<file path="src/rtl/vga_pkg.sv">
// Shared types for the VGA capture path: pixel format, capture FSM states
// and the packed beat that travels through the output buffer.
package vga_pkg;

   typedef struct packed {
      logic [4:0] r;
      logic [5:0] g;
      logic [4:0] b;
   } rgb565_t;

   typedef enum logic [1:0] {
      IDLE     = 2'd0,
      WAIT_SOF = 2'd1,
      ACTIVE   = 2'd2,
      DROP     = 2'd3
   } vga_cap_state_e;

   typedef struct packed {
      logic    tuser;
      logic    tlast;
      rgb565_t data;
   } vga_beat_t;

   localparam int BEAT_W = $bits(vga_beat_t);

endpackage

</file>
<file path="src/rtl/axi4s_if.sv">
// Minimal AXI4-Stream bundle (no tkeep/tstrb/tid/tdest).
interface axi4s_if #(
   parameter int DATA_WIDTH = 16,
   parameter int USER_WIDTH = 1
);
   logic                  tvalid;
   logic                  tready;
   logic [DATA_WIDTH-1:0] tdata;
   logic [USER_WIDTH-1:0] tuser;
   logic                  tlast;

   modport master (output tvalid, tdata, tuser, tlast, input tready);
   modport slave  (input tvalid, tdata, tuser, tlast, output tready);
endinterface

</file>
<file path="src/rtl/sync_fifo.sv">
// Single-clock FIFO with extra pointer MSB for full/empty; read data is
// forced to zero while empty so the stream bus idles at zero.
module sync_fifo #(
   parameter int WIDTH = 18,
   parameter int DEPTH = 16
) (
   input  logic             clk_i,
   input  logic             rst_ni,
   input  logic             wr_en_i,
   input  logic [WIDTH-1:0] wr_data_i,
   input  logic             rd_en_i,
   output logic [WIDTH-1:0] rd_data_o,
   output logic             full_o,
   output logic             empty_o
);
   localparam int AW = $clog2(DEPTH);

   logic [WIDTH-1:0] mem [DEPTH];
   logic [AW:0]      wr_ptr_q;
   logic [AW:0]      rd_ptr_q;
   logic             do_wr;
   logic             do_rd;

   assign empty_o   = (wr_ptr_q == rd_ptr_q);
   assign full_o    = (wr_ptr_q[AW] != rd_ptr_q[AW]) &&
                      (wr_ptr_q[AW-1:0] == rd_ptr_q[AW-1:0]);
   assign do_wr     = wr_en_i && !full_o;
   assign do_rd     = rd_en_i && !empty_o;
   assign rd_data_o = empty_o ? '0 : mem[rd_ptr_q[AW-1:0]];

   always_ff @(posedge clk_i or negedge rst_ni) begin
      if (!rst_ni) begin
         wr_ptr_q <= '0;
         rd_ptr_q <= '0;
      end else begin
         if (do_wr) wr_ptr_q <= wr_ptr_q + (AW+1)'(1);
         if (do_rd) rd_ptr_q <= rd_ptr_q + (AW+1)'(1);
      end
   end

   always_ff @(posedge clk_i) begin
      if (do_wr) mem[wr_ptr_q[AW-1:0]] <= wr_data_i;
   end

endmodule

</file>
<file path="src/rtl/vga_to_axis.sv">
// Captures DE/VS-framed RGB565 video into an AXI4-Stream with SOF on tuser
// and EOL on tlast; malformed or overflowing frames are dropped until next VS.
import vga_pkg::*;

module vga_to_axis #(
   parameter int H_RES      = 800,
   parameter int V_RES      = 600,
   parameter int FIFO_DEPTH = 16
) (
   input  logic           clk_i,
   input  logic           rst_ni,
   input  logic           enable_i,
   input  rgb565_t        vid_data_i,
   input  logic           vid_de_i,
   input  logic           vid_vs_i,
   axi4s_if.master        m_axis,
   input  logic           clr_i,
   output logic           err_ovf_o,
   output logic           err_line_o,
   output logic [15:0]    frame_cnt_o
);
   localparam int XW = (H_RES > 1) ? $clog2(H_RES) : 1;
   localparam int YW = (V_RES > 1) ? $clog2(V_RES) : 1;
   localparam logic [XW-1:0] X_LAST = XW'(H_RES - 1);
   localparam logic [YW-1:0] Y_LAST = YW'(V_RES - 1);

   rgb565_t        data_p0;
   logic           de_p0, vs_p0, de_p1, vs_p1;
   logic           vs_rise, de_fall;

   vga_cap_state_e state_q, state_d;
   logic [XW-1:0]  x_q, x_d;
   logic [YW-1:0]  y_q, y_d;
   logic           wrapped_q, wrapped_d;
   logic           wr_en, set_ovf, set_line, frame_done;

   vga_beat_t      wr_beat, rd_beat;
   logic           fifo_full, fifo_empty;

   // stage p0: registered video inputs, p1: delayed copy for edge detection
   always_ff @(posedge clk_i or negedge rst_ni) begin
      if (!rst_ni) begin
         de_p0 <= 1'b0;
         vs_p0 <= 1'b0;
         de_p1 <= 1'b0;
         vs_p1 <= 1'b0;
      end else begin
         de_p0 <= vid_de_i;
         vs_p0 <= vid_vs_i;
         de_p1 <= de_p0;
         vs_p1 <= vs_p0;
      end
   end

   always_ff @(posedge clk_i) begin
      data_p0 <= vid_data_i;
   end

   assign vs_rise = vs_p0 && !vs_p1;
   assign de_fall = de_p1 && !de_p0;

   // wrapped marks a line completed inside the current DE burst; any further
   // DE in that burst means the line is longer than H_RES
   always_comb begin
      state_d    = state_q;
      x_d        = x_q;
      y_d        = y_q;
      wrapped_d  = wrapped_q && de_p0;
      wr_en      = 1'b0;
      set_ovf    = 1'b0;
      set_line   = 1'b0;
      frame_done = 1'b0;
      case (state_q)
         IDLE: begin
            if (enable_i) state_d = WAIT_SOF;
         end
         WAIT_SOF: begin
            if (!enable_i) begin
               state_d = IDLE;
            end else if (vs_rise) begin
               state_d   = ACTIVE;
               x_d       = '0;
               y_d       = '0;
               wrapped_d = 1'b0;
            end
         end
         ACTIVE: begin
            if (vs_rise) begin
               set_line  = 1'b1;
               x_d       = '0;
               y_d       = '0;
               wrapped_d = 1'b0;
            end else if ((de_fall && x_q != '0) || (de_p0 && wrapped_q)) begin
               set_line = 1'b1;
               state_d  = DROP;
            end else if (de_p0) begin
               if (fifo_full) begin
                  set_ovf = 1'b1;
                  state_d = DROP;
               end else begin
                  wr_en = 1'b1;
                  if (x_q == X_LAST) begin
                     x_d       = '0;
                     wrapped_d = 1'b1;
                     if (y_q == Y_LAST) begin
                        y_d        = '0;
                        frame_done = 1'b1;
                        state_d    = enable_i ? WAIT_SOF : IDLE;
                     end else begin
                        y_d = y_q + YW'(1);
                     end
                  end else begin
                     x_d = x_q + XW'(1);
                  end
               end
            end
         end
         DROP: begin
            if (!enable_i)    state_d = IDLE;
            else if (vs_rise) state_d = WAIT_SOF;
         end
         default: state_d = IDLE;
      endcase
   end

   always_ff @(posedge clk_i or negedge rst_ni) begin
      if (!rst_ni) begin
         state_q     <= IDLE;
         x_q         <= '0;
         y_q         <= '0;
         wrapped_q   <= 1'b0;
         err_ovf_o   <= 1'b0;
         err_line_o  <= 1'b0;
         frame_cnt_o <= '0;
      end else begin
         state_q    <= state_d;
         x_q        <= x_d;
         y_q        <= y_d;
         wrapped_q  <= wrapped_d;
         err_ovf_o  <= set_ovf  || (err_ovf_o  && !clr_i);
         err_line_o <= set_line || (err_line_o && !clr_i);
         if (frame_done) frame_cnt_o <= frame_cnt_o + 16'd1;
      end
   end

   assign wr_beat.tuser = (x_q == '0) && (y_q == '0);
   assign wr_beat.tlast = (x_q == X_LAST);
   assign wr_beat.data  = data_p0;

   sync_fifo #(
      .WIDTH (BEAT_W),
      .DEPTH (FIFO_DEPTH)
   ) u_fifo (
      .clk_i     (clk_i),
      .rst_ni    (rst_ni),
      .wr_en_i   (wr_en),
      .wr_data_i (wr_beat),
      .rd_en_i   (m_axis.tvalid && m_axis.tready),
      .rd_data_o (rd_beat),
      .full_o    (fifo_full),
      .empty_o   (fifo_empty)
   );

   assign m_axis.tvalid = !fifo_empty;
   assign m_axis.tdata  = rd_beat.data;
   assign m_axis.tuser  = rd_beat.tuser;
   assign m_axis.tlast  = rd_beat.tlast;

endmodule

</file>
<file path="src/flat_wrapper.sv">
// flat-port wrapper written by rule: the top's interface ports become plain ports
module vga_to_axis_flat import vga_pkg::*;
#(
   parameter int H_RES      = 800,
   parameter int V_RES      = 600,
   parameter int FIFO_DEPTH = 16
)
  (clk_i, rst_ni, enable_i, vid_data_i, vid_de_i, vid_vs_i, clr_i, err_ovf_o, err_line_o, frame_cnt_o, m_axis_tvalid, m_axis_tdata, m_axis_tuser, m_axis_tlast, m_axis_tready);
  axi4s_if #(.DATA_WIDTH(16), .USER_WIDTH(1)) m_axis_i ();
  input  logic clk_i;
  input  logic rst_ni;
  input  logic enable_i;
  input  rgb565_t vid_data_i;
  input  logic vid_de_i;
  input  logic vid_vs_i;
  input  logic clr_i;
  output logic err_ovf_o;
  output logic err_line_o;
  output logic [15:0] frame_cnt_o;
  output wire logic [$bits(m_axis_i.tvalid)-1:0] m_axis_tvalid;
  output wire logic [$bits(m_axis_i.tdata)-1:0] m_axis_tdata;
  output wire logic [$bits(m_axis_i.tuser)-1:0] m_axis_tuser;
  output wire logic [$bits(m_axis_i.tlast)-1:0] m_axis_tlast;
  input wire logic [$bits(m_axis_i.tready)-1:0] m_axis_tready;
  assign m_axis_tvalid = m_axis_i.tvalid;
  assign m_axis_tdata = m_axis_i.tdata;
  assign m_axis_tuser = m_axis_i.tuser;
  assign m_axis_tlast = m_axis_i.tlast;
  assign m_axis_i.tready = m_axis_tready;
  vga_to_axis #(.H_RES(H_RES), .V_RES(V_RES), .FIFO_DEPTH(FIFO_DEPTH)) u_core (.clk_i(clk_i), .rst_ni(rst_ni), .enable_i(enable_i), .vid_data_i(vid_data_i), .vid_de_i(vid_de_i), .vid_vs_i(vid_vs_i), .m_axis(m_axis_i), .clr_i(clr_i), .err_ovf_o(err_ovf_o), .err_line_o(err_line_o), .frame_cnt_o(frame_cnt_o));
endmodule
</file>
<file path="config.mk">
export PLATFORM = sky130hd
export DESIGN_NAME = vga_to_axis_flat
export DESIGN_NICKNAME = d
export VERILOG_FILES = /design/src/rtl/vga_pkg.sv /design/src/rtl/axi4s_if.sv /design/src/rtl/sync_fifo.sv /design/src/rtl/vga_to_axis.sv /design/src/flat_wrapper.sv
export SDC_FILE = /design/constraint.sdc
export NUM_CORES = 1
export LEC_CHECK = 0
export BUFFER_PORTS_ARGS = -buffer_cell sky130_fd_sc_hd__buf_4
export CORE_MARGIN = 3
export CORE_UTILIZATION = 50
export CTS_CLUSTER_SIZE = 24
export DETAILED_ROUTE_END_ITERATION = 12
export HOLD_SLACK_MARGIN = 0.1
export PLACE_DENSITY = 0.64
export SLEW_MARGIN = 20
export SYNTH_ARGS = -nofsm -noshare
export SYNTH_HDL_FRONTEND = slang
export SYNTH_SLANG_ARGS = --single-unit
export TNS_END_PERCENT = 20
</file>
<file path="constraint.sdc">
create_clock -name clk_i -period 4.76 [get_ports clk_i]
set_input_delay 0.952 -clock clk_i [delete_from_list [all_inputs] [get_ports clk_i]]
set_output_delay 0.952 -clock clk_i [all_outputs]
set_load 0.05 [all_outputs]
</file>
==> flow_summary.ini <==
[logic_synthesis]
syn_inst = 758
seq_area_frac_synth = 0.726
ys_warn_count = 0
synthesis.nets = 796
synth_cell_types = 45
syn_area_per_cell_um2 = 18.8
ys_ff_latch = 359
synth_area_mm2 = 0.0143

[route]
routedWlPerCell_um = 23.2
antenna_left = 0
vias_per_cell = 5.79
drc = 0
drt_iter0_markers = 788
firstDrtPassIters = 5
wirelength_um = 29300
vias = 7304

[finish]
final_core_util = 0.592
drive_gt1_frac = 0.292
final_area_mm2 = 0.0165
fin_cells = 1262
diodes = 0
nets = 892
syn_to_final_growth_pct = 16.0

[timing]
rsz0062_at_grt = no
finClkSkew_ns = 0.0243
max_freq_mhz = 245
slew_viol_final = 0
worstMarginPinSlew_ns = 0.875
hold_viol_final = 0
fin_ws_ns = 0.683
min_period_ns = 4.08
setup_viol = 0
hold_ws_ns = 0.467
relSlewSlack = 0.412
tns_ns = 0
period_share = 0.856

[hold_path]
hp-class = reg2reg

[pwr]
ir_drop_mv = 0.339
p_total_mw = 9.29
p_leak_nw = 5.73
power_density_mw_per_mm2 = 562

[clock_tree]
cts-resized-gates = 0
cts_tree = built
cts_setup_buffers = 0
clk_latency_ns = 0.53
cts_max_path_buffers = 3
cts.clk_slew.worst_paths_ns = 0.06
clkSinkCount = 359
htree_levels = 2
clockRootBuffer = clkbuf_16
hold_buffers = 0
cts_buffers = 39

[place]
dpl.cell_count = 1191
gp_congestion = 0.848
port_buffers = 59
dp_hpwl_um = 17000
pre_cts_ws_ns = 1.15
place_area_mm2 = 0.0153

[setup_path]
crit_arrival_ns = 3.12
crit_path_start_kind = flop
cp-end-kind = primary output
required_ns = 3.81
critPathKind = reg2out
worstPathMaxFanout = 39

[global_routing]
grt_overflow = 0
grt_max_degree = 56
grt_pass1_vias = 7723
grt_pass1_wl_um = 45800
grt_antenna_before_repair = 0
grt_usage = 0.197

[flow_run]
max_cap_viol_count = 0

[floorplan]
ios = 60
dieArea_mm2 = 0.0306
rows = 61
start_util = 0.510
core_area_mm2 = 0.0279
die_h_um = 175
die_x_um = 175

[status]
status = finished, final reports clean
critical path: stages, from the launching register on:
cell,delay [ns]
dfrtp_4,0.78
buf_12,0.36
mux4_2,0.55
mux4_2,0.50
nor2b_1,0.15
buf_4,0.22
cell usage in the layout (no fill, tap or decap), types with 19 or more instances in the layout:
cell type	n
edfxtp_1	288
mux4_2	90
buf_4	82
dfrtp_1	53
clkbuf_16	40
nand2_1	33
o21ai_0	32
xnor2_1	24
nand3_1	21
nor2b_1	19
where the power goes:
group	internal (mW)	leakage (nW)	switching [mW]
registers	3.50	3.46	0.198
clock network	1.66	0.592	1.15
logic	1.24	1.68	1.54
total	6.40	5.73	2.89
logic make-up after synthesis:
group | Yosys count | synth area share
compound gates | 52 | 0.0227
xor+xnor | 29 | 0.0178
mux | 95 | 0.146
fa+ha+maj | 15 | 0.0132
buf+inv | 47 | 0.0139
simple gates | 161 | 0.0604
flops | 359 | 0.726
Yosys cell counts, drive strengths merged:
cell      n  area [um2]
and3     10        63.8
ha       15         188
or4b      1        13.8
nor4      5        46.3
o21ai    32         160
o31ai     6        45.0
nand2    33         124
dfxtp    16         320
o211ai    2        20.0
or4       1        7.51
mux4     90        2030
inv      18        67.6
and4      5        43.8
a21oi     5        25.0
dfrtp    55        1380
clkbuf   16        60.1
a21boi    1        7.51
edfxtp  288        8650
and2      3        18.8
nand3b    2        15.0
a31oi     2        12.5
or3       1        6.26
xnor2    24         210
nand3    21         105
xor2      5        43.8
mux2i     1        10.0
o31a      1        10.0
o311ai    2        35.0
nand2b   10        62.6
nand4    11        68.8
or2       1        6.26
nor2b    19         119
buf      13        70.1
nor3     10        50.1
mux2      4        45.0
nor2     27         101
and3b     1        8.76
o32ai     1        8.76
layout make-up:
class | count | area, um2
Clock buffer | 59 | 1140
Clock inverter | 12 | 71.3
Fill cell | 2097 | 11400
Inverter | 18 | 67.6
Multi-Input combinational cell | 352 | 3770
Sequential cell | 359 | 10300
Tap cell | 378 | 473
Timing Repair Buffer | 84 | 656
state kept, by name, summed over array words and instances, names as in the netlist, 2 cells and up:
| name | count |
|---|---|
| u_core.x_q | 10 |
| u_core.u_fifo.wr_ptr_q | 5 |
| u_core.state_q | 2 |
| u_core.frame_cnt_o | 16 |
| u_core.u_fifo.rd_ptr_q | 5 |
| u_core.y_q | 10 |
| u_core.data_p0 | 16 |
| u_core.u_fifo.mem | 288 |
layer usage:
| layer | wire, um | GRT usage | vias to the layer above | share of wire |
|---|---|---|---|---|
| li1 | - | - | 3215 | - |
| met1 | 12400 | 0.274 | 3825 | 0.42 |
| met2 | 14900 | 0.330 | 219 | 0.51 |
| met3 | 1460 | 0.0332 | 45 | 0.050 |
| met4 | 558 | 0.0495 | 0 | 0.019 |
| met5 | 0 | 0 | - | 0 |
worst paths after layout:
kind / startpoint / to / slack, ns / cells after the start
max: u_core.u_fifo.rd_ptr_q[0] / m_axis_tdata[9] / 0.68 / 5
min: u_core.vs_p0 / u_core.vs_p1 / 0.47 / 0
max reg2reg: u_core.u_fifo.rd_ptr_q[0] / u_core.u_fifo.mem[13][17] / 1.55 / 8
min reg2reg: u_core.vs_p0 / u_core.vs_p1 / 0.47 / 0
max in group asynchronous: rst_ni / u_core.u_fifo.rd_ptr_q[0] / 3.72 / 1
min in group asynchronous: rst_ni / u_core.y_q[9] / 0.50 / 1
Note: power is estimated with default switching activity, not from simulation.
